### config.mk
export PLATFORM = sky130hd
export DESIGN_NAME = mha_stage_sequencer
export DESIGN_NICKNAME = d
export VERILOG_FILES = /design/src/rtl/mha_stage_sequencer.sv
export SDC_FILE = /design/constraint.sdc
export NUM_CORES = 1
export LEC_CHECK = 0
export ABC_AREA = 1
export BUFFER_PORTS_ARGS = -buffer_cell sky130_fd_sc_hd__buf_4
export CELL_PAD_IN_SITES_DETAIL_PLACEMENT = 1
export CELL_PAD_IN_SITES_GLOBAL_PLACEMENT = 2
export CORE_ASPECT_RATIO = 0.9
export CORE_MARGIN = 8
export CORE_UTILIZATION = 29
export DETAILED_ROUTE_END_ITERATION = 10
export PLACE_DENSITY_LB_ADDON = 0.2
export REMOVE_ABC_BUFFERS = 1
export SLEW_MARGIN = 20
export SYNTH_ARGS = -nofsm -noshare
export SYNTH_HDL_FRONTEND = slang
export SYNTH_SLANG_ARGS = --single-unit
### constraint.sdc
create_clock -name clk -period 1.7 [get_ports clk]
set_clock_uncertainty 0.05 [all_clocks]
set_input_delay 0.34 -clock clk [delete_from_list [all_inputs] [get_ports clk]]
set_output_delay 0.34 -clock clk [all_outputs]
set_load 0.05 [all_outputs]
### src/rtl/mha_stage_sequencer.sv
// Multi-head attention stage sequencer: launches QKV/SCORE/SOFTMAX/PREC/AV once per head,
// then the shared W_O projection, with per-stage watchdog, abort and run-cycle accounting.
module mha_stage_sequencer #(
  parameter  int MAX_HEADS      = 4,
  parameter  int TIMEOUT_CYCLES = 4096,
  localparam int HW             = (MAX_HEADS > 1) ? $clog2(MAX_HEADS) : 1,
  localparam int CW             = $clog2(MAX_HEADS + 1)
) (
  input  logic          clk,
  input  logic          rst_n,
  input  logic          start,
  input  logic [CW-1:0] num_heads_cfg,
  input  logic          bypass_prec,
  input  logic          abort,
  input  logic [5:0]    stg_done,
  output logic [5:0]    stg_start,
  output logic [HW-1:0] head_idx,
  output logic          prec_bypass,
  output logic          busy,
  output logic          done,
  output logic          err,
  output logic [2:0]    err_stage,
  output logic [31:0]   cycle_count
);

  typedef enum logic [2:0] {
    S_IDLE   = 3'd0,
    S_LAUNCH = 3'd1,
    S_WAIT   = 3'd2,
    S_DONE   = 3'd3,
    S_ERR    = 3'd4
  } state_t;

  // Stage codes double as the bit index into stg_start/stg_done and as err_stage.
  typedef enum logic [2:0] {
    STG_QKV     = 3'd0,
    STG_SCORE   = 3'd1,
    STG_SOFTMAX = 3'd2,
    STG_PREC    = 3'd3,
    STG_AV      = 3'd4,
    STG_WO      = 3'd5
  } stage_t;

  localparam logic [31:0] TO_LAST = (TIMEOUT_CYCLES > 0) ? 32'(TIMEOUT_CYCLES - 1) : 32'd0;

  state_t        r_state;
  state_t        w_next_state;
  stage_t        r_stage;
  stage_t        w_next_stage;
  logic [CW-1:0] r_num_heads;
  logic [HW-1:0] r_head_idx;
  logic          r_prec_bypass;
  logic          r_err;
  logic [2:0]    r_err_stage;
  logic [31:0]   r_cycle_count;
  logic [31:0]   r_wdog;

  logic          w_accept;
  logic          w_cur_done;
  logic          w_timeout;
  logic          w_more_heads;
  logic [CW-1:0] w_heads_clamped;
  logic [5:0]    w_stg_start;
  logic          w_busy;
  logic          w_done;

  // State register.
  always_ff @(posedge clk or negedge rst_n) begin
    if (!rst_n) r_state <= S_IDLE;
    else        r_state <= w_next_state;
  end

  // Next-state logic.
  // NOTE: every combinational output gets a default first so no latch is inferred.
  always_comb begin
    w_accept     = start && (r_state == S_IDLE || r_state == S_ERR);
    w_cur_done   = stg_done[r_stage];
    w_timeout    = (TIMEOUT_CYCLES != 0) && (r_wdog == TO_LAST) && !w_cur_done;
    w_more_heads = (CW'(r_head_idx) + CW'(1)) < r_num_heads;

    w_heads_clamped = num_heads_cfg;
    if (num_heads_cfg == '0)                  w_heads_clamped = CW'(1);
    else if (num_heads_cfg > CW'(MAX_HEADS))  w_heads_clamped = CW'(MAX_HEADS);

    w_next_stage = r_stage;
    case (r_stage)
      STG_QKV:     w_next_stage = STG_SCORE;
      STG_SCORE:   w_next_stage = STG_SOFTMAX;
      STG_SOFTMAX: w_next_stage = r_prec_bypass ? STG_AV : STG_PREC;
      STG_PREC:    w_next_stage = STG_AV;
      STG_AV:      w_next_stage = w_more_heads ? STG_QKV : STG_WO;
      default:     w_next_stage = r_stage;
    endcase

    w_next_state = r_state;
    case (r_state)
      S_IDLE, S_ERR: if (w_accept) w_next_state = S_LAUNCH;
      S_LAUNCH:      w_next_state = abort ? S_IDLE : S_WAIT;
      S_WAIT: begin
        if (abort)           w_next_state = S_IDLE;
        else if (w_cur_done) w_next_state = (r_stage == STG_WO) ? S_DONE : S_LAUNCH;
        else if (w_timeout)  w_next_state = S_ERR;
      end
      S_DONE:        w_next_state = S_IDLE;
      default:       w_next_state = S_IDLE;
    endcase
  end

  // Output decode.
  // NOTE: outputs depend only on registered state, never directly on inputs.
  always_comb begin
    w_stg_start = '0;
    w_busy      = 1'b0;
    w_done      = 1'b0;
    case (r_state)
      S_LAUNCH: begin
        w_stg_start = 6'b1 << r_stage;
        w_busy      = 1'b1;
      end
      S_WAIT:  w_busy = 1'b1;
      S_DONE: begin
        w_busy = 1'b1;
        w_done = 1'b1;
      end
      default: ;
    endcase
  end

  // Run context, watchdog and accounting.
  always_ff @(posedge clk or negedge rst_n) begin
    if (!rst_n) begin
      r_num_heads   <= CW'(1);
      r_head_idx    <= '0;
      r_stage       <= STG_QKV;
      r_prec_bypass <= 1'b0;
      r_err         <= 1'b0;
      r_err_stage   <= '0;
      r_cycle_count <= '0;
      r_wdog        <= '0;
    end else if (w_accept) begin
      r_num_heads   <= w_heads_clamped;
      r_head_idx    <= '0;
      r_stage       <= STG_QKV;
      r_prec_bypass <= bypass_prec;
      r_err         <= 1'b0;
      r_err_stage   <= '0;
      r_cycle_count <= '0;
      r_wdog        <= '0;
    end else begin
      if (w_busy) r_cycle_count <= r_cycle_count + 32'd1;
      if (r_state == S_LAUNCH) r_wdog <= '0;
      if (r_state == S_WAIT && !abort) begin
        if (w_cur_done) begin
          r_stage <= w_next_stage;
          if (r_stage == STG_AV && w_more_heads) r_head_idx <= r_head_idx + HW'(1);
        end else begin
          r_wdog <= r_wdog + 32'd1;
          if (w_timeout) begin
            r_err       <= 1'b1;
            r_err_stage <= r_stage;
          end
        end
      end
    end
  end

  assign stg_start   = w_stg_start;
  assign busy        = w_busy;
  assign done        = w_done;
  assign head_idx    = r_head_idx;
  assign prec_bypass = r_prec_bypass;
  assign err         = r_err;
  assign err_stage   = r_err_stage;
  assign cycle_count = r_cycle_count;

endmodule

======== After elaboration in Yosys (flattened, before gate mapping) ========
Cells that the tools add are included.
operators by class
  add/sub/neg operators ................... 4
  multipliers ............................. 0
  divide/modulo/power cells ............... 0
  magnitude comparators ................... 3
  equal/unequal tests ..................... 13
  shift operators ......................... 1
  multiplexer cells ....................... 38
  bitwise gates (word level) .............. 0
  reduce and logical (&&, ||, !) cells .... 22
operator list
  cell                                                                           number
  32-bit 2-to-1 mux                                                              6
  32-bit by 1-bit adder with 32-bit output (second input constant)               2
  3-bit 2-to-1 mux                                                               15
  32-bit by 12-bit equality test with 1-bit output (second input constant)       1
  3-bit one-hot mux with 5 select lines                                          1
  3-bit by 2-bit equality test with 1-bit output (second input constant)         4
  2-bit 2-to-1 mux                                                               6
  2-bit nonzero test                                                             5
  3-bit equality test (second input constant)                                    3
  3-bit zero test                                                                3
  3-bit one-hot mux with 3 select lines                                          1
  3-bit AND reduction                                                            3
  1-bit 2-to-1 mux                                                               7
  3-bit by 1-bit equality test with 1-bit output (second input constant)         2
  6-bit 2-to-1 mux                                                               1
  6-bit nonzero test                                                             1
  1-bit by 3-bit << shifter with 6-bit output (first input constant)             1
  1-bit logical AND                                                              4
  3-bit by 4-bit less-than comparator with 1-bit output (second input constant)  1
  2-bit inequality test (second input constant)                                  2
  4-bit inequality test (second input constant)                                  1
  2-bit by 1-bit adder with 3-bit output (second input constant)                 1
  1-bit binary-select mux with 3-bit select                                      1
  3-bit > comparator (second input constant)                                     1
  7 further kinds                                                                8
word-level totals
  register bits ........................... 80
  latch bits .............................. 0
  memory bits (writable) .................. 0
  bits in read-only memories .............. 0
  input port bits ......................... 14
  output and inout port bits .............. 47
  logic and storage cells ................. 90
  memories kept ........................... 0

======== Depth between registers and ports, before layout ========
  depth after elaboration ................. 8
  mapped depth ............................ 13
  mapped depth without buffers ............ 12

======== Worst setup path after synthesis ========
Ideal clock, no wire load.
  path type ............................... register to output
  start ................................... register r_state[2]
  end ..................................... output port stg_start[0]
  arrival time ............................ 2.135 ns
  data required time ...................... 1.310 ns
  slack ................................... -0.825 ns
  cell stages (with the launch flop) ...... 7
  path buffers ............................ 1
  path through ............................ dfrtp_1 > inv_1 > nand2_1 > nor2_1 > inv_1 > clkbuf_1 > nor3_1
between the ends
  word-level cells in the longest chain between the ends .. 2
RTL lines
  element                                         RTL line  RTL
  start, declared                                 46        state_t r_state;
  start signal, assigned                          70        else r_state <= w_next_state;
  3-bit by 1-bit equality test with 1-bit output  115       case (r_state)
  6-bit 2-to-1 mux                                115
  end, declared                                   16        output logic [5:0] stg_start,
No other way between the ends.

======== Final worst setup path ========
Same ends and word-level chain as after synthesis.

==> results.md <==
- Synth Register Bits: 80
- Final net count: 983
- Worst setup margin: -175.1 ps
- Filler Cell Count: 2176
- Hold Path Origin: bypass_prec
- Worst path slowest cell: dfrtp_1
- Final Util: 47.03%
- Starting Density: about 30%
- Minimum clock period: 1875 ps
- FF+latch area: 2019 sq um
- Initial antenna violation count: 0
- H-Tree Depth: 3
- DRT iter0 DRCs: 195
- Maximum VDD drop: 0.6495 mV
- Overall routed net length: roughly 21000 um
- DIE AREA: 22190 sq um
- Slew @ Worst Pin: 510.3 ps
- I/O pins: 61
- Cell row count: 46
- Synth Area per Inst: 6.614 sq um
- Non-filler cells in the finished layout: 1209
- Post-synth top flop: dfrtp_1
- Crit start category: register
- Yosys Warn Count: 0
- Xor/xnor share of the synthesized area: 0.1709%
- Final slew viol count: 0
- Post-DP HPWL: 14500 um
- RSZ-0062 raised after global routing: true
- Top cell type's share of synthesized area: between 30% and 40%
- Max-slew headroom: about two thirds
- Total power per unit cell area: 1001 nW/um^2
- Largest family of logic cells by synthesized area: simple AND/OR/NAND/NOR gates
- Clock transition at the registers of the reported paths: roughly 70 ps
- Placer congestion estimate: 0.8457
- Drt wl/cell: between 15 and 20 um
- Tcrit/Tclk final: 110.3%
- Synth async-reset ratio: 100.0%
- Post-synth top area cell: dfrtp_1
- Hold Crit Class: input port to register
- Detailed-route DRC error count: 0
- GRT Total Usage: 18.01%
- Synthesized area: 5126 sq um
- Cells after synthesis: 775
- Vias: 5859
- First-pass GRT wire length: 31610 um
- Crit path largest cell delay: between 400 and 500 ps
- CTS Buf Count: 9
- Final setup fails: 39
- Post-synthesis compound-gate area fraction: a little under a tenth
- Worst reg2reg path depth: 11
- Routed vias/inst: 4.846
- Worst path required time: 1310 ps
- Final hold viol count: 0
- Share of cells above drive strength 1: about two fifths
- Count of cell types in the netlist: 38
- Status: complete, but fails checks
- Worst setup EP type: primary output
- Post-synth EDFFs: 0
- Core area: between 15000 and 20000 sq um
- Adder-cell area share of the yosys netlist: between 1 and 1.5%
- Arr. time, crit path: 1490 ps
- CTS tree: built
- Total congestion overflow: 0
- Synth Area in Simple Gates: a little over two fifths
- Type of the worst setup path: register to primary output
- Commonest non-fill, non-tap cell in the layout: nand2_1
- Vias in the first global route: around 6100
- Most frequent cells in the layout: nand2_1 (177), buf_4 (158), nor2_1 (99)
- Crit-path cells: inv_2, nand2_4, nor2_4, clkinv_4, nor3_4, buf_6
- MaxCap Viol Count: 0
- R2R Path Start: r_wdog[0]
- Largest net degree at the start of global routing: 81
- Pre-antenna DRT Iters: 4
- # clock sinks: 80
- Static leakage: 3.661 nW
- Most used routing layer in global routing: met2
- Hold depth: 3
- GR Layer Usage met3: under 10%
- CP Launch Point: r_state[2]
- Met1 GRT Util: 23.43%
- Footprint of the multi-input gates: 3538 sq um
- Placed insts: 1143
- Met2 GRT Util: ~30%
- Post-synthesis sequential area ratio: 39.08%
- Worst-Skew Late Latency: about 350 ps
- Area grow syn2layout: 60.51%
- Failing checks: negative setup slack
- ANT nets after route: 0
- Crit path max fanout: 7
- Post-placement setup slack: -185.8 ps
- Antenna diodes: 0
- Die Y: about 140 um
- Die W: 156.1 um
- Max frequency: 0.5333 GHz
- Synth top area cells: dfrtp_1 (39%), nand2_1 (15%), nor2_1 (11%), inv_1 (6.1%), nand3_1 (5.9%)
- Mux share of post-synthesis cell area: 0%
- Root Buffer Master: clkbuf_16
- Clk buf depth: 2
- Port buffer count: 60
[worst paths after layout]
kind | endpoint | slack [ps]
max in group asynchronous | r_wdog[1] | 680
max reg2reg | r_wdog[20] | -170
min in group asynchronous | r_wdog[8] | 520
min | prec_bypass | 160
min reg2reg | r_num_heads[0] | 430
max | stg_start[0] | -180
[sequential cells by signal, indices dropped and copies added (netlist names), 2 cells and up]
name         flops
r_num_heads      3
cycle_count     32
r_state          3
r_stage          3
err_stage        3
head_idx         2
r_wdog          32
[kinds of logic after synthesis]
logic type,count (synthesis)
adder cells (fa/ha/maj),5
buffers and inverters,105
AO/OA/AOI/OAI,87
XOR/XNOR,1
flip-flops,80
AND/OR/NAND/NOR,497
[layer usage]
layer / vias up / routed length [um]
li1: 2869 / -
met4: 0 / 145
met3: 10 / 906
met5: - / 0
met2: 90 / 10560
met1: 2890 / 9651
[area by class of cell]
class                           count  area share (%)
Inverter                           90           4.486
Clock buffer                       11           3.072
Tap cell                          240           3.650
Clock inverter                      5          0.4714
Sequential cell                    80           24.54
Multi-Input combinational cell    590           43.00
Timing Repair Buffer              193           20.77
[cell usage after synthesis (5+ instances only)]
master,n
nor2_1,151
buf_2,5
inv_2,5
dfrtp_1,79
inv_1,83
nor3_1,24
nand3_1,60
a21oi_1,29
nand4_1,22
nor2_2,10
buf_6,5
nand2_1,210
o21ai_0,34
ha_1,5
o21ai_1,12
[stage by stage]
step / power (W) / setup TNS [ps] / hold WS (ps) / cell area, sq um
final: 0.008233 / -2516 / 156.2 / 8228
after global routing: 0.008688 / -6870 / 181.4 / 8228
after CTS: 0.007447 / -916.8 / 148.7 / 7144
after detailed placement: 0.005122 / -1776 / 374.6 / 6477
after global placement: 0.005051 / -249.3 / 370.7 / 6477
after floorplan: 0.003858 / -25180 / -5.591 / 5026
[where the power goes]
group | internal, W | total [W] | switching [W]
sequential | 0.00207 | 0.00223 | 0.000165
combinational | 0.00161 | 0.00402 | 0.00241
clock | 0.00108 | 0.00198 | 0.000903
[repair_timing]
action | 4_1_cts | 5_1_grt
hold buffers | 1 | 0
cloned | 0 | 4
gates resized for setup | 80 | 204
buffers inserted | 15 | 32
setup endpoints to repair | 44 | 78
hold endpoints to repair | 14 | 0
pin swaps | 18 | 51
[worst max-delay path: cells and delay by family (launching register included)]
family | cells | cell delay (ps)
AND/OR/NAND/NOR | 3 | 320
flip-flops | 1 | 410
buffers and inverters | 3 | 400
No activity file was read; power rests on OpenSTA's default activity.
